$ cat config.mk
export PLATFORM = sky130hd
export DESIGN_NAME = if_id_pipe_reg
export DESIGN_NICKNAME = d
export VERILOG_FILES = /design/src/rtl/if_id_pkg.sv /design/src/rtl/pipe_skid_buf.sv /design/src/rtl/if_id_pipe_reg.sv
export SDC_FILE = /design/constraint.sdc
export NUM_CORES = 1
export LEC_CHECK = 0
export BUFFER_PORTS_ARGS = -buffer_cell sky130_fd_sc_hd__buf_2
export CORE_MARGIN = 2
export CORE_UTILIZATION = 45
export DETAILED_ROUTE_END_ITERATION = 10
export PLACE_DENSITY = 0.8
export SKIP_CTS_REPAIR_TIMING = 1
export SYNTH_ARGS = -nofsm -noshare
export SYNTH_HDL_FRONTEND = slang
export SYNTH_SLANG_ARGS = --single-unit
$ cat constraint.sdc
create_clock -name clk -period 2.8 [get_ports clk]
set_input_delay 0.28 -clock clk [delete_from_list [all_inputs] [get_ports clk]]
set_output_delay 0.28 -clock clk [all_outputs]
set_load 0.05 [all_outputs]
$ cat src/rtl/if_id_pkg.sv
// Shared IF/ID payload layout and defaults for the elastic fetch-to-decode register.
package if_id_pkg;

   localparam int IF_ID_XLEN = 32;
   localparam logic [31:0] NOP_INS_DEFAULT = 32'h0000_0013;

   // Field order matches the flat packing used inside if_id_pipe_reg: {ins, pc, pc4, br_sel}
   typedef struct packed {
      logic [IF_ID_XLEN-1:0] ins;
      logic [IF_ID_XLEN-1:0] pc;
      logic [IF_ID_XLEN-1:0] pc4;
      logic                  br_sel;
   } if_id_payload_t;

   function automatic int if_id_payload_w(input int xlen);
      return 3 * xlen + 1;
   endfunction

   localparam int IF_ID_PAYLOAD_W = $bits(if_id_payload_t);

endpackage

$ cat src/rtl/pipe_skid_buf.sv
// Generic 2-entry valid/ready skid buffer with flush; in_ready is a flop output.
module pipe_skid_buf #(
   parameter int W = 8
) (
   input  logic         clk,
   input  logic         rst,
   input  logic         flush,
   input  logic         in_valid,
   output logic         in_ready,
   input  logic [W-1:0] in_data,
   output logic         out_valid,
   output logic [W-1:0] out_data,
   input  logic         out_ready
);

   logic         main_valid;
   logic [W-1:0] main_data;
   logic         skid_valid;
   logic [W-1:0] skid_data;
   logic         accept;
   logic         consume;

   assign in_ready  = ~skid_valid;
   assign out_valid = main_valid;
   assign out_data  = main_data;
   assign accept    = in_valid & ~skid_valid;
   assign consume   = main_valid & out_ready;

   always_ff @(posedge clk) begin
      if (rst) begin
         main_valid <= 1'b0;
         main_data  <= '0;
         skid_valid <= 1'b0;
         skid_data  <= '0;
      end else if (flush) begin
         main_valid <= 1'b0;
         skid_valid <= 1'b0;
      end else if (!main_valid || consume) begin
         // Skid holds the older payload, so it always wins over the input
         if (skid_valid) begin
            main_valid <= 1'b1;
            main_data  <= skid_data;
            skid_valid <= 1'b0;
         end else if (accept) begin
            main_valid <= 1'b1;
            main_data  <= in_data;
         end else begin
            main_valid <= 1'b0;
         end
      end else if (accept) begin
         skid_valid <= 1'b1;
         skid_data  <= in_data;
      end
   end

endmodule

$ cat src/rtl/if_id_pipe_reg.sv
// Elastic IF/ID pipeline register: skid-buffered handshake, stall, flush, NOP bubbles.
// Optional saturating stall/flush counters are built when IFID_PERF_CNT_EN is defined.
module if_id_pipe_reg
   import if_id_pkg::*;
#(
   parameter int              XLEN    = 32,
   parameter logic [XLEN-1:0] NOP_INS = XLEN'(NOP_INS_DEFAULT),
   parameter int              CNT_W   = 16
) (
   input  logic             clk,
   input  logic             rst,
   input  logic             in_valid_i,
   output logic             in_ready_o,
   input  logic [XLEN-1:0]  ins_i,
   input  logic [XLEN-1:0]  pc_i,
   input  logic [XLEN-1:0]  pc4_i,
   input  logic             br_sel_i,
   input  logic             stall_i,
   input  logic             flush_i,
   output logic             out_valid_o,
   output logic [XLEN-1:0]  ins_o,
   output logic [XLEN-1:0]  pc_o,
   output logic [XLEN-1:0]  pc4_o,
   output logic             br_sel_o,
   output logic [CNT_W-1:0] stall_cnt_o,
   output logic [CNT_W-1:0] flush_cnt_o
);

   localparam int PW = if_id_payload_w(XLEN);

   logic [PW-1:0] in_data;
   logic [PW-1:0] out_data;
   logic          out_valid;

   assign in_data = {ins_i, pc_i, pc4_i, br_sel_i};

   pipe_skid_buf #(.W(PW)) u_skid (
      .clk       (clk),
      .rst       (rst),
      .flush     (flush_i),
      .in_valid  (in_valid_i),
      .in_ready  (in_ready_o),
      .in_data   (in_data),
      .out_valid (out_valid),
      .out_data  (out_data),
      .out_ready (~stall_i)
   );

   // Data regs are not cleared on flush, so masking on valid keeps bubbles clean
   assign out_valid_o = out_valid;
   assign ins_o       = out_valid ? out_data[3*XLEN -: XLEN] : NOP_INS;
   assign pc_o        = out_data[2*XLEN -: XLEN];
   assign pc4_o       = out_data[XLEN -: XLEN];
   assign br_sel_o    = out_valid & out_data[0];

`ifdef IFID_PERF_CNT_EN
   logic [CNT_W-1:0] stall_cnt;
   logic [CNT_W-1:0] flush_cnt;

   always_ff @(posedge clk) begin
      if (rst) begin
         stall_cnt <= '0;
         flush_cnt <= '0;
      end else begin
         if (out_valid && stall_i && !flush_i && !(&stall_cnt))
            stall_cnt <= stall_cnt + CNT_W'(1);
         if (flush_i && !(&flush_cnt))
            flush_cnt <= flush_cnt + CNT_W'(1);
      end
   end

   assign stall_cnt_o = stall_cnt;
   assign flush_cnt_o = flush_cnt;
`else
   assign stall_cnt_o = '0;
   assign flush_cnt_o = '0;
`endif

endmodule

==> reports/results.tsv <==
stage	metric	value	unit
yosys	yosys_register_bits	196	
finish	fin_nets	1281	
critical_path	r2r_slack	0.80	ns
die	die_h	154	um
clock_tree	cts_buffers	17	
power	p_sw	1770	uW
power	swShare	0.293	
clock_tree	cts_tree	built	
run_status	status	completed	
detailed_routing	vias	7573	
detailed_routing	avgViaCountPerCell	5.14	
critical_path	reg2reg_depth	4	
clock_tree	cts_buffer_depth	2	
finish	layout-drive-gt1-share	0.209	
finish	area_growth_syn_to_layout	9.62	%
yosys	synthDistinctLibCells	23	
global_route	grt_antenna_before_repair	2	
global_route	grt_usage	0.180	
global_route	grt_pass1_wl	35500	um
power	power.density	544	nW/um^2
clock_tree	htree_num_levels	4	
clock_tree	path_clk_slew	0.08	ns
critical_path	reg2reg_from	u_skid.skid_valid$_SDFFE_PP0P_	
yosys	synth_most_common_cell	nand2b_1	
flow_run	drv_cap	0	
sta	fin_tns_setup	0	ns
yosys	synthesis.area	10200	sq um
critical_path	critPathLaunchType	flop	
power	p_total	6060	uW
global_route	grt_pass1_vias	7067	
yosys	synth-compound-area-share	0.0978	
sta	fmax	470	MHz
sta	rsz0062_at_grt	no	
sta	slew_violations	0	
critical_path	criticalPathCategory	reg -> out	
die	dieArea	23800	sq um
detailed_routing	postRouteAntennaNets	0	
power	p_int	4280	uW
critical_path	worstPathArrival	1.85	ns
yosys	synth_fa_ha_area_frac	0	
sta	relSlewSlack	0.492	
hold_path	min_from	pc_i[19]	
power	pwr-share-comb	0.136	
yosys	synth_top_family_by_area	simple AND/OR/NAND/NOR gates	
placement	gp_congestion	0.749	
critical_path	end_kind	output pin	
die	start_util	0.461	
power	p_seq_frac	0.479	
sta	finalHoldViolations	0	
yosys	synth_top_cells_by_count	nand2b_1 (197), dfxtp_1 (196), mux2i_1 (194)	
detailed_routing	drt-initial-drc-count	426	
placement	dpl.hpwl	13700	um
die	core	22000	sq um
sta	skew	0.0109	ns
placement	pre_cts_ws	0.789	ns
clock_tree	cts_root_buf	clkbuf_16	
yosys	async_reset_ff_frac	0	
yosys	seq_area_frac_synth	0.386	
hold_path	hp-class	in -> reg	
critical_path	crit_fanout	40	
yosys	synthCells	1112	
placement	port_buffers	200	
finish	fin_cells	1474	
yosys	synthTopCellsByArea	dfxtp_1 (39%), mux2i_1 (19%), nand2b_1 (12%)	
yosys	ys.flop_type	dfxtp_1	
sta	finalSetupViolCount	0	
yosys	syn_avg_cell_area	9.14	sq um
die	boundaryPins	233	
clock_tree	clock_latency	0.42	ns
clock_tree	clock_sinks	196	
sta	tightestPinTransition	0.762	ns
power	clkPwrFrac	0.385	
yosys	synth_area_leader_cell	dfxtp_1	
critical_path	reg2reg_to	u_skid.out_data[25]$_SDFFE_PP0P_	
power	leakage	0.00411	uW
sta	setup_slack	0.675	ns
hold_path	min_to	u_skid.skid_data[52]$_SDFFE_PP0P_	
hold_path	hold_depth	3	
yosys	synth_mux_area_frac	0.191	
die	die_x	154	um
placement	dp_cells	1440	
detailed_routing	drc	0	
die	row_count	54	
yosys	synth_edf_count	0	
detailed_routing	wl	21900	um
sta	fin_crit	2.13	ns
yosys	ys_warn_count	0	
global_route	overflow	0	
yosys	synth_top_area_share	0.386	
detailed_routing	firstDrtPassIters	4	
detailed_routing	routedWlPerCell	14.9	um
yosys	synth_xor_area_frac	0	
global_route	grt_max_degree	197	
yosys	yosys.area_share.simple	0.203	
power	peakVddDrop	0.000328	V
critical_path	worstPathRequired	2.52	ns
sta	fin_crit_sh	0.759	
==> cell usage in the layout (no fill, tap or decap) <==
cell type   instances
nor4b_4             1
nand2b_1          197
mux2i_1           194
o21ai_0            85
nor2_1              1
a211oi_1            1
clkinvlp_4          4
inv_1               1
buf_2             198
buf_12              5
buf_6               1
nand2_2             1
clkinv_4            3
inv_6               2
inv_8               3
diode_2             2
and2_1             30
o2bb2ai_4           1
buf_4               9
dfxtp_4             1
nor4_1              1
conb_1             32
or3_1              97
clkinv_2            3
dfxtp_1           195
clkbuf_16          17
a21oi_1            97
o21ai_1            12
==> critical path, cell delays in order (launching register included) <==
cell,delay (ns)
dfxtp_4,0.84
buf_4,0.32
inv_1,0.06
buf_2,0.21
==> sequential cells by signal (all words and copies together) (netlist names) <==
signal	cells
u_skid.out_valid	1
u_skid.skid_valid	1
u_skid.skid_data	97
u_skid.out_data	97
==> metrics by stage <==
stage               hold slack [ns]  area, sq um   util
finish                        0.121        11100  0.506
global route                  0.106        11100  0.506
CTS                           0.104        11100  0.506
detailed placement            0.459        10600  0.481
global placement              0.453        10600  0.481
floorplan                     0.435        10300      -
==> power groups by stage <==
stage,logic (uW),registers [uW],clock network (uW)
floorplan,708,2960,0
global placement,810,2960,0
detailed placement,824,2970,0
CTS,826,2900,2390
global route,892,2910,2490
finish,826,2900,2330
==> routing by layer <==
| metal | global-route usage | part of all wire | vias up |
|---|---|---|---|
| met3 | 0.0409 | 0.051 | 21 |
| met1 | 0.237 | 0.47 | 3596 |
| met2 | 0.294 | 0.46 | 173 |
| met5 | 0 | 0 | - |
| met4 | 0.0586 | 0.018 | 0 |
| li1 | - | - | 3783 |
==> final cells by class <==
| cell class | count | area, sq um |
|---|---|---|
| fillers | 2053 | 10900 |
| diodes | 2 | 5.00 |
| flip-flops and latches | 196 | 3930 |
| inverters | 1 | 3.75 |
| clock buffers | 17 | 425 |
| repair buffers | 213 | 1170 |
| clock inverters | 15 | 123 |
| well taps | 280 | 350 |
| multi-input cells | 750 | 5130 |
==> cells by family after synthesis <==
group,count (synthesis)
AND/OR/NAND/NOR,328
buffers and inverters,197
AO/OA/AOI/OAI,196
flip-flops,196
multiplexers,194
other,1
==> how the worst max path moves through the flow <==
stage	slack (ns)	cells after the start	from	endpoint
floorplan	1.00	6	u_skid.out_valid$_SDFFE_PP0P_	u_skid.skid_data[66]$_SDFFE_PP0P_
global placement	0.83	4	u_skid.skid_valid$_SDFFE_PP0P_	u_skid.out_data[48]$_SDFFE_PP0P_
detailed placement	0.79	4	u_skid.skid_valid$_SDFFE_PP0P_	u_skid.out_data[76]$_SDFFE_PP0P_
CTS	0.63	3	u_skid.skid_valid$_SDFFE_PP0P_	in_ready_o
global route	0.57	3	u_skid.skid_valid$_SDFFE_PP0P_	in_ready_o
finish	0.67	3	u_skid.skid_valid$_SDFFE_PP0P_	in_ready_o
(Power assumes the default switching activity.)
